[src/rtl/width_downsizer.sv]
// Single-clock N:1 width converter: a show-ahead FIFO of IN_W-bit words feeding
// a hold register that is emitted as RATIO lanes of OUT_W bits.
module width_downsizer #(
    parameter int unsigned OUT_W        = 8,
    parameter int unsigned RATIO        = 2,
    parameter int unsigned DEPTH        = 16,
    parameter int unsigned MSB_FIRST    = 1,
    parameter int unsigned AFULL_THRESH = DEPTH - 2
) (
    input  logic                         clk,
    input  logic                         rst_n,
    input  logic [OUT_W*RATIO-1:0]       s_data,
    input  logic                         s_valid,
    output logic                         s_ready,
    output logic [OUT_W-1:0]             m_data,
    output logic                         m_valid,
    input  logic                         m_ready,
    output logic                         m_last,
    output logic [$clog2(DEPTH+1)-1:0]   fill_count,
    output logic                         almost_full,
    output logic                         idle
);

    localparam int unsigned IN_W = OUT_W * RATIO;
    localparam int unsigned AW   = $clog2(DEPTH);
    localparam int unsigned CW   = $clog2(DEPTH + 1);
    localparam int unsigned LW   = $clog2(RATIO);

    logic [IN_W-1:0]  r_mem [DEPTH];
    logic [AW-1:0]    r_wr_ptr;
    logic [AW-1:0]    r_rd_ptr;
    logic [CW-1:0]    r_fill;
    logic [IN_W-1:0]  r_hold;
    logic [LW-1:0]    r_lane;
    logic             r_hold_valid;

    logic             w_s_ready;
    logic             w_wr;
    logic             w_is_final;
    logic             w_lane_hs;
    logic             w_final_hs;
    logic             w_pop;
    logic [LW-1:0]    w_sel;
    logic [OUT_W-1:0] w_lane_data;

    // s_ready depends only on registered fill and reset, never on m_ready
    assign w_s_ready  = rst_n & (r_fill != CW'(DEPTH));
    assign w_wr       = s_valid & w_s_ready;
    assign w_is_final = (r_lane == LW'(RATIO - 1));
    assign w_lane_hs  = r_hold_valid & m_ready;
    assign w_final_hs = w_lane_hs & w_is_final;
    assign w_pop      = (r_fill != '0) & (~r_hold_valid | w_final_hs);

    // Lane counter maps to a physical slice of the hold register
    always_comb begin
        w_sel       = (MSB_FIRST != 0) ? (LW'(RATIO - 1) - r_lane) : r_lane;
        w_lane_data = '0;
        for (int i = 0; i < int'(RATIO); i++) begin
            if (LW'(i) == w_sel) begin
                w_lane_data = r_hold[i*OUT_W +: OUT_W];
            end
        end
    end

    // Storage array carries no reset; pointers and fill define what is valid
    always_ff @(posedge clk) begin
        if (w_wr) begin
            r_mem[r_wr_ptr] <= s_data;
        end
    end

    always_ff @(posedge clk) begin
        if (!rst_n) begin
            r_wr_ptr <= '0;
            r_rd_ptr <= '0;
            r_fill   <= '0;
        end else begin
            if (w_wr) begin
                r_wr_ptr <= r_wr_ptr + AW'(1);
            end
            if (w_pop) begin
                r_rd_ptr <= r_rd_ptr + AW'(1);
            end
            case ({w_wr, w_pop})
                2'b10:   r_fill <= r_fill + CW'(1);
                2'b01:   r_fill <= r_fill - CW'(1);
                default: r_fill <= r_fill;
            endcase
        end
    end

    // Serialiser: reload on final-lane handshake keeps lanes gap-free
    always_ff @(posedge clk) begin
        if (!rst_n) begin
            r_hold       <= '0;
            r_lane       <= '0;
            r_hold_valid <= 1'b0;
        end else if (w_pop) begin
            r_hold       <= r_mem[r_rd_ptr];
            r_lane       <= '0;
            r_hold_valid <= 1'b1;
        end else if (w_final_hs) begin
            r_hold_valid <= 1'b0;
        end else if (w_lane_hs) begin
            r_lane <= r_lane + LW'(1);
        end
    end

    assign s_ready     = w_s_ready;
    assign m_data      = w_lane_data;
    assign m_valid     = r_hold_valid;
    assign m_last      = r_hold_valid & w_is_final;
    assign fill_count  = r_fill;
    assign almost_full = (r_fill >= CW'(AFULL_THRESH));
    assign idle        = (r_fill == '0) & ~r_hold_valid;

endmodule
[config.mk]
export PLATFORM = sky130hd
export DESIGN_NAME = width_downsizer
export DESIGN_NICKNAME = d
export VERILOG_FILES = /design/src/rtl/width_downsizer.sv
export SDC_FILE = /design/constraint.sdc
export NUM_CORES = 1
export LEC_CHECK = 0
export ABC_AREA = 1
export BUFFER_PORTS_ARGS = -buffer_cell sky130_fd_sc_hd__buf_2
export CAP_MARGIN = 10
export CORE_UTILIZATION = 36
export DETAILED_ROUTE_END_ITERATION = 8
export PLACE_DENSITY = 0.48
export SLEW_MARGIN = 20
export SYNTH_ARGS = -nofsm -noshare
export SYNTH_HDL_FRONTEND = slang
export SYNTH_SLANG_ARGS = --single-unit
[constraint.sdc]
create_clock -name clk -period 4.65 [get_ports clk]
set_input_delay 0 -clock clk [delete_from_list [all_inputs] [get_ports clk]]
set_output_delay 0 -clock clk [all_outputs]
set_load 0.005 [all_outputs]
==> results of run 1 <==
worst max path at each step:
| stage | start | endpoint | cells after the start |
|---|---|---|---|
| 2_1_floorplan | fill_count[1] | r_mem[11][0] | 6 |
| 3_3_place_gp | r_rd_ptr[0] | r_hold[12] | 10 |
| 3_5_place_dp | r_lane | fill_count[4] | 14 |
| 4_1_cts | r_lane | fill_count[4] | 14 |
| 5_1_grt | r_lane | fill_count[4] | 15 |
| 6_report | r_lane | fill_count[4] | 14 |
through the flow:
step | area [um2] | std cells | util [%] | worst slack (ps) | hold slack [ps]
2_1_floorplan | 12370 | 1246 | - | 2504 | 98.87
3_3_place_gp | 12930 | 1676 | 38.37 | 1926 | 334.0
3_5_place_dp | 12930 | 1676 | 38.37 | 1967 | 345.0
4_1_cts | 14000 | 1750 | 41.53 | 1936 | 298.0
5_1_grt | 14000 | 1750 | 41.53 | 1672 | 338.8
6_report | 14000 | 1750 | 41.53 | 1954 | 311.9
flip-flops by register name, summed over array words and instances, names as in the netlist:
register	cells
r_lane	1
fill_count	5
r_wr_ptr	4
r_hold	16
r_mem	256
m_valid	1
r_rd_ptr	4
critical path, delay by kind of cell, from the launching register on:
| kind | cells | cell delay [ps] |
|---|---|---|
| AO/OA/AOI/OAI | 1 | 50 |
| XOR/XNOR | 1 | 240 |
| buffers and inverters | 2 | 190 |
| AND/OR/NAND/NOR | 8 | 870 |
| flip-flops | 1 | 690 |
| adder cells (fa/ha/maj) | 2 | 480 |
cell type report:
class / count / area [um2] / area share, %
Sequential cell: 287 / 8313 / 59.39
Multi-Input combinational cell: 720 / 3152 / 22.52
Inverter: 177 / 666.9 / 4.764
Tap cell: 448 / 560.5 / 4.005
Timing Repair Buffer: 63 / 427.9 / 3.057
Clock inverter: 16 / 71.32 / 0.5095
Clock buffer: 39 / 805.8 / 5.757
power groups by stage:
stage / clock network (uW) / registers, uW / logic (uW)
after floorplan: 0 / 3010 / 1520
after global placement: 0 / 3090 / 2250
after detailed placement: 0 / 3100 / 2230
after CTS: 2230 / 3040 / 2250
after global routing: 2330 / 3050 / 2500
final: 2190 / 3040 / 2240
cells by family (layout without fill, tap and decap cells):
kind of cell / count (synthesis) / after routing / synth area share (%)
AO/OA/AOI/OAI: 39 / 39 / 1.638
XOR/XNOR: 6 / 6 / 0.4247
adder cells (fa/ha/maj): 9 / 9 / 0.9100
buffers and inverters: 239 / 295 / 7.715
flip-flops: 287 / 287 / 67.14
AND/OR/NAND/NOR: 666 / 666 / 22.17
what timing repair did:
action | CTS | global route
buffers inserted | 0 | 0
endpoints found under the hold margin | 264 | 0
hold buffers | 19 | 0
cell usage in the layout (no fill, tap or decap), types with 2 or more instances in the layout:
cell | synthesis | routed
sky130_fd_sc_hd__clkbuf_1 | 15 | 8
sky130_fd_sc_hd__buf_2 | 39 | 37
sky130_fd_sc_hd__edfxtp_1 | 256 | 256
sky130_fd_sc_hd__a21oi_1 | 22 | 22
sky130_fd_sc_hd__xor2_1 | 5 | 5
sky130_fd_sc_hd__dlygate4sd3_1 | 0 | 19
sky130_fd_sc_hd__nor2_1 | 35 | 19
sky130_fd_sc_hd__nand4_1 | 2 | 2
sky130_fd_sc_hd__nor2_2 | 0 | 16
sky130_fd_sc_hd__o21ai_0 | 14 | 14
sky130_fd_sc_hd__clkbuf_16 | 0 | 31
sky130_fd_sc_hd__clkinv_2 | 0 | 6
sky130_fd_sc_hd__nand3_1 | 185 | 185
sky130_fd_sc_hd__inv_2 | 2 | 3
sky130_fd_sc_hd__dfxtp_1 | 31 | 29
sky130_fd_sc_hd__clkinv_1 | 1 | 10
sky130_fd_sc_hd__buf_4 | 2 | 7
sky130_fd_sc_hd__ha_1 | 9 | 9
sky130_fd_sc_hd__inv_1 | 174 | 172
sky130_fd_sc_hd__nand2_1 | 441 | 441
per-layer routing:
| layer | up-vias | routed length, um | track usage [%] |
|---|---|---|---|
| li1 | 4097 | - | - |
| met5 | - | 0 | 0 |
| met3 | 39 | 1747 | 2.439 |
| met1 | 4042 | 17090 | 30.16 |
| met2 | 209 | 15390 | 30.58 |
| met4 | 0 | 686 | 4.690 |
==> flow_metrics.env, run 1 <==
export IMPL_filler_cell_count=3342
export IMPL_share_seq_of_total_power_pct=40.7
export IMPL_design_core_area_mm2=0.03370
export IMPL_netlist_area_mm2=0.01237
export IMPL_vias=8387
export IMPL_routed_wire_length_per_instance_um=19.95
export IMPL_synth_cell_type_count=25
export IMPL_endpoint_kind="register"
export IMPL_slew_violations=0
export IMPL_ys_flop_type="sky130_fd_sc_hd__edfxtp_1"
export IMPL_gp_congestion=0.8169
export IMPL_p_sw_share_pct=36.47
export IMPL_tightestPinTransition_ps=1081
export IMPL_via_per_inst=4.793
export IMPL_reg2reg_from="r_lane"
export IMPL_grt_max_degree=90
export IMPL_startpoint_type="register"
export IMPL_critical_path_max_stage_delay_ps=690
export IMPL_crit_required_ps=5060
export IMPL_rsz0062_at_grt="false"
export IMPL_cts_tree="done"
export IMPL_rr_worst_depth=14
export IMPL_cts_reportedPaths_clkPinSlew_ps=60
export IMPL_dieArea_mm2=0.03512
export IMPL_synthArstFlopShare_pct=0
export IMPL_combPwrFrac_pct=29.9
export IMPL_hpwl_um=20950
export IMPL_r2r_setup_slk_ps=1950
export IMPL_min_path_cells=5
export IMPL_min_period_over_period_pct=57.99
export IMPL_synth_seq_cells=287
export IMPL_max_clock_path_buffers=3
export IMPL_setup_tns_ps=0
export IMPL_endpoint_of_the_worst_slack_reg_to_reg_timing_path="fill_count[4]"
export IMPL_power_per_cell_area_mw_per_mm2=533.2
export IMPL_achievable_frequency_mhz=370.9
export IMPL_synth_top_cells_by_count="sky130_fd_sc_hd__nand2_1, sky130_fd_sc_hd__edfxtp_1, sky130_fd_sc_hd__nand3_1, sky130_fd_sc_hd__inv_1, sky130_fd_sc_hd__buf_2"
export IMPL_rows=67
export IMPL_grt_total_usage_pct=20.00
export IMPL_timing_final_setup_violations=0
export IMPL_timing_final_crit_period_ps=2696
export IMPL_synth_fp_nets=1275
export IMPL_root_buffer_selected_by_cts="sky130_fd_sc_hd__clkbuf_16"
export IMPL_holdCritPathClass="input pin to register"
export IMPL_totalPowerFinal_uw=7464
export IMPL_post_synth_top_count_cell="sky130_fd_sc_hd__nand2_1"
export IMPL_syn_mean_instance_area_um2=9.931
export IMPL_clock_skew_final_ps=23.38
export IMPL_drt_antenna_violating_nets=0
export IMPL_starting_density_pct=36.72
export IMPL_cell_internal_pwr_uw=4742
export IMPL_hold_end="m_valid"
export IMPL_top_level_ports=38
export IMPL_initial_antenna_violation_count=0
export IMPL_drc_violations_left=0
export IMPL_grt_overflow_total=0
export IMPL_synth_edff_count=256
export IMPL_grt_pass1_vias=8009
export IMPL_placement_io_buffers=37
export IMPL_synth_seq_area_share_pct=67.14
export IMPL_relSlewSlack_pct=27.95
export IMPL_cts_max_level=1
export IMPL_drt_pass1_iterations=5
export IMPL_layout_area_overhead_vs_synth_pct=13.11
export IMPL_timing_critical_path_fanout_max=19
export IMPL_number_of_buffers_created_by_cts=31
export IMPL_chipWidth_um=187.4
export IMPL_total_switching_power_uw=2722
export IMPL_grt_first_pass_wirelength_um=52380
export IMPL_net_count_of_the_finished_layout=1309
export IMPL_drt_iter0_drc=701
export IMPL_final_layout_size_suffix_gt1_share_pct=8.065
export IMPL_cp_slowest_cell="sky130_fd_sc_hd__dfxtp_1"
export IMPL_leakage_uw=0.005839
export IMPL_timing_max_cap_violations=0
export IMPL_outcome="completed"
export IMPL_syn_instance_count=1246
export IMPL_post_cts_resized_instances=0
export IMPL_synth_area_top_cells="sky130_fd_sc_hd__edfxtp_1, sky130_fd_sc_hd__nand2_1, sky130_fd_sc_hd__nand3_1, sky130_fd_sc_hd__inv_1, sky130_fd_sc_hd__dfxtp_1"
export IMPL_timing_critical_path_cells="nand2_1 -> nand2_1 -> nand2_2 -> inv_1 -> ha_1 -> xor2_1 -> ha_1 -> inv_1 -> nand2_1 -> nand3_1 -> nand3b_1 -> nand2_1 -> nand2_1 -> a21oi_1"
export IMPL_final_hold_violating_endpoints=0
export IMPL_clkLatencyLatePin_ps=570
export IMPL_clock_power_share_pct=29.3
export IMPL_worst_ir_drop_vdd_mv=0.2771
export IMPL_yosys_area_top_type_share_pct=62.12
export IMPL_holdCritStartpoint="m_ready"
export IMPL_antenna_cells=0
export IMPL_fp_dieH_um=187.4
export IMPL_worst_setup_path_type="register to register"
export IMPL_path_common_cell="sky130_fd_sc_hd__nand2_1"
export IMPL_synth_area_leader_cell="sky130_fd_sc_hd__edfxtp_1"
export IMPL_cts_num_sinks=287
export IMPL_routed_wl_um=34910
export IMPL_yosys_warnings=0
export IMPL_cp_arrival_ps=3110
(Power assumes the default switching activity.)
==> run 2: changes to the inputs <==
--- a/config.mk
+++ b/config.mk
@@ -10,7 +10,7 @@
 export CAP_MARGIN = 10
 export CORE_UTILIZATION = 36
 export DETAILED_ROUTE_END_ITERATION = 8
-export PLACE_DENSITY = 0.48
+export PLACE_DENSITY = 0.5
 export SLEW_MARGIN = 20
 export SYNTH_ARGS = -nofsm -noshare
 export SYNTH_HDL_FRONTEND = slang
==> constraint.sdc (replaced) <==
create_clock -name clk -period 2.4 [get_ports clk]
set_input_delay 0 -clock clk [delete_from_list [all_inputs] [get_ports clk]]
set_output_delay 0 -clock clk [all_outputs]
set_load 0.005 [all_outputs]
==> run 2 against run 1 <==
  * Via count increased by 1.0%
  * First-iteration DRC count decreased by 4.1%
  * Worst setup slack got worse by 1600 ps
  * Global-route usage decreased by 0.94 points
  * Sequential share of layout area decreased by 2.5 points
  * Critical path type unchanged
  * Non-clock buffer count increased by 32
  * Largest cell class unchanged
  * Sequential cell count unchanged
==> flow_metrics.env, run 2 (synthesis results as in run 1) <==
export IMPL_endpoint_kind="register"
export IMPL_min_path_cells=5
export IMPL_cp_startpoint="fill_count[1]"
export IMPL_min_period_over_period_pct=87.17
export IMPL_endpoint_of_the_worst_slack_reg_to_reg_timing_path="fill_count[4]"
export IMPL_max_clock_path_buffers=3
export IMPL_final_cell_count_no_fill=1786
export IMPL_final_layout_size_suffix_gt1_share_pct=10.61
export IMPL_slew_violations=0
export IMPL_final_setup_worst_slack_ps=307.8
export IMPL_routed_wire_length_per_instance_um=18.14
export IMPL_largest_register_ffs=256
export IMPL_timing_final_setup_violations=0
export IMPL_cts_reportedPaths_clkPinSlew_ps=50
export IMPL_cts_tree="done"
export IMPL_grt_pass1_vias=8457
export IMPL_fin_hold_ws_ps=387.0
export IMPL_layout_area_overhead_vs_synth_pct=17.99
export IMPL_worst_setup_path_type="register to register"
export IMPL_antenna_cells=0
export IMPL_grt_first_pass_wirelength_um=50670
export IMPL_timing_critical_path_fanout_max=5
export IMPL_leakage_uw=0.006123
export IMPL_sequential_cell_area_mm2=0.008313
export IMPL_share_seq_of_total_power_pct=38.6
export IMPL_achievable_frequency_mhz=478.0
export IMPL_setup_tns_ps=0
export IMPL_net_count_of_the_finished_layout=1344
export IMPL_grt_total_usage_pct=19.07
export IMPL_rows=67
export IMPL_dieArea_mm2=0.03512
export IMPL_tightestPinTransition_ps=675.5
export IMPL_crit_required_ps=2830
export IMPL_dp_worst_setup_slack_ps=279.0
export IMPL_top_level_ports=38
export IMPL_relSlewSlack_pct=54.69
export IMPL_hpwl_um=19870
export IMPL_clock_power_share_pct=30.9
export IMPL_timing_max_cap_violations=0
export IMPL_mostFrequentLayoutCell="sky130_fd_sc_hd__nand2_1"
export IMPL_hold_end="m_valid"
export IMPL_rr_worst_depth=15
export IMPL_grt_overflow_total=0
export IMPL_holdCritStartpoint="m_ready"
export IMPL_worst_ir_drop_vdd_mv=0.5294
export IMPL_drc_violations_left=0
export IMPL_clock_skew_final_ps=12.45
export IMPL_placedCellCount=1708
export IMPL_holdCritPathClass="input pin to register"
export IMPL_number_of_buffers_created_by_cts=34
export IMPL_reg2reg_from="fill_count[1]"
export IMPL_drt_antenna_violating_nets=0
export IMPL_drt_iter0_drc=672
export IMPL_via_per_inst=4.745
export IMPL_cp_arrival_ps=2520
export IMPL_p_sw_share_pct=34.79
export IMPL_rsz0062_at_grt="false"
export IMPL_timing_final_crit_period_ps=2092
export IMPL_grt_max_degree=67
export IMPL_r2r_setup_slk_ps=310
export IMPL_routed_wl_um=32390
export IMPL_drt_pass1_iterations=5
export IMPL_total_switching_power_uw=5207
export IMPL_root_buffer_selected_by_cts="sky130_fd_sc_hd__clkbuf_16"
export IMPL_starting_density_pct=36.72
export IMPL_fp_dieH_um=187.4
export IMPL_combPwrFrac_pct=30.5
export IMPL_multiInputGateArea_mm2=0.003164
export IMPL_initial_antenna_violation_count=0
export IMPL_cts_num_sinks=287
export IMPL_outcome="completed"
export IMPL_placement_io_buffers=37
export IMPL_vias=8474
export IMPL_final_hold_violating_endpoints=0
export IMPL_gp_congestion=0.7915
export IMPL_power_per_cell_area_mw_per_mm2=1025
export IMPL_startpoint_type="register"
export IMPL_clkLatencyLatePin_ps=500
export IMPL_most_common_layout_cells="sky130_fd_sc_hd__nand2_1, sky130_fd_sc_hd__edfxtp_1, sky130_fd_sc_hd__nand3_1"
export IMPL_cell_internal_pwr_uw=9761
export IMPL_registers_top_by_ff_count="r_mem"
export IMPL_chipWidth_um=187.4
export IMPL_filler_cell_count=3280
export IMPL_design_core_area_mm2=0.03370
export IMPL_cts_max_level=2
-- run 2: changes by cell type in the layout (fill, tap and decap cells not counted), moves of 4 or more --
cell,delta
sky130_fd_sc_hd__buf_4,+12
sky130_fd_sc_hd__clkinv_1,-5
sky130_fd_sc_hd__clkbuf_1,+6
sky130_fd_sc_hd__buf_12,+20
sky130_fd_sc_hd__clkbuf_16,+4
-- run 2: area by class of cell --
type                       count  share of cell area [%]
sequential                   287                   56.94
inverter                     177                   4.568
tap                          448                   3.839
clock inverter                10                  0.3342
clock buffer                  49                   6.359
timing repair buffer          95                   6.290
multi-input combinational    720                   21.67
-- run 2: power groups by stage --
stage                     Sequential [uW]  Combinational, uW  Clock (uW)
after floorplan                      5840               2940           0
after global placement               5880               4560           0
after detailed placement             5890               4540           0
after CTS                            5780               4590        4750
after global routing                 5810               5180        4940
final                                5780               4560        4620
-- run 2: timing repair --
item,in CTS,in global routing
buffers inserted,0,0
endpoints found under the hold margin,253,0
endpoints found under the setup margin,0,1
hold buffers,19,0
resized for setup,0,3
-- run 2: stage by stage --
stage	cell area, um2	util (%)	power, uW
floorplan	12370	-	8782
global placement	13420	39.82	10440
detailed placement	13420	39.82	10430
CTS	14590	43.29	15120
global route	14600	43.32	15930
finish	14600	43.32	14970
-- run 2: critical path, stage by stage, from the launching register on --
cell and delay (ps):
sky130_fd_sc_hd__dfxtp_1 410, sky130_fd_sc_hd__inv_1 110, sky130_fd_sc_hd__nand4_1 150, sky130_fd_sc_hd__nand2_2 70, sky130_fd_sc_hd__inv_1 100, sky130_fd_sc_hd__ha_2 260, sky130_fd_sc_hd__xor2_2 180, sky130_fd_sc_hd__ha_1 170
sky130_fd_sc_hd__inv_1 40, sky130_fd_sc_hd__nand2_1 90, sky130_fd_sc_hd__nand3_1 110, sky130_fd_sc_hd__nand2_1 80, sky130_fd_sc_hd__nand2_1 50, sky130_fd_sc_hd__nand2_1 60, sky130_fd_sc_hd__nand2_1 50, sky130_fd_sc_hd__a21oi_1 110
-- run 2: layer usage --
layer | track usage, % | part of all wire [%] | up-vias
li1 | - | - | 4174
met1 | 26.41 | 47 | 4056
met2 | 31.26 | 47 | 197
met3 | 2.364 | 4.2 | 47
met4 | 5.847 | 2.3 | 0
met5 | 0 | 0 | -
-- run 2: how the worst max path moves through the flow --
| stage | slack (ps) | cells past startpoint | endpoint |
|---|---|---|---|
| after floorplan | 250 | 6 | r_mem[11][0] |
| after global placement | 330 | 15 | fill_count[4] |
| after detailed placement | 280 | 15 | fill_count[4] |
| after CTS | 250 | 15 | fill_count[4] |
| after global routing | 40 | 15 | fill_count[4] |
| final | 310 | 15 | fill_count[4] |
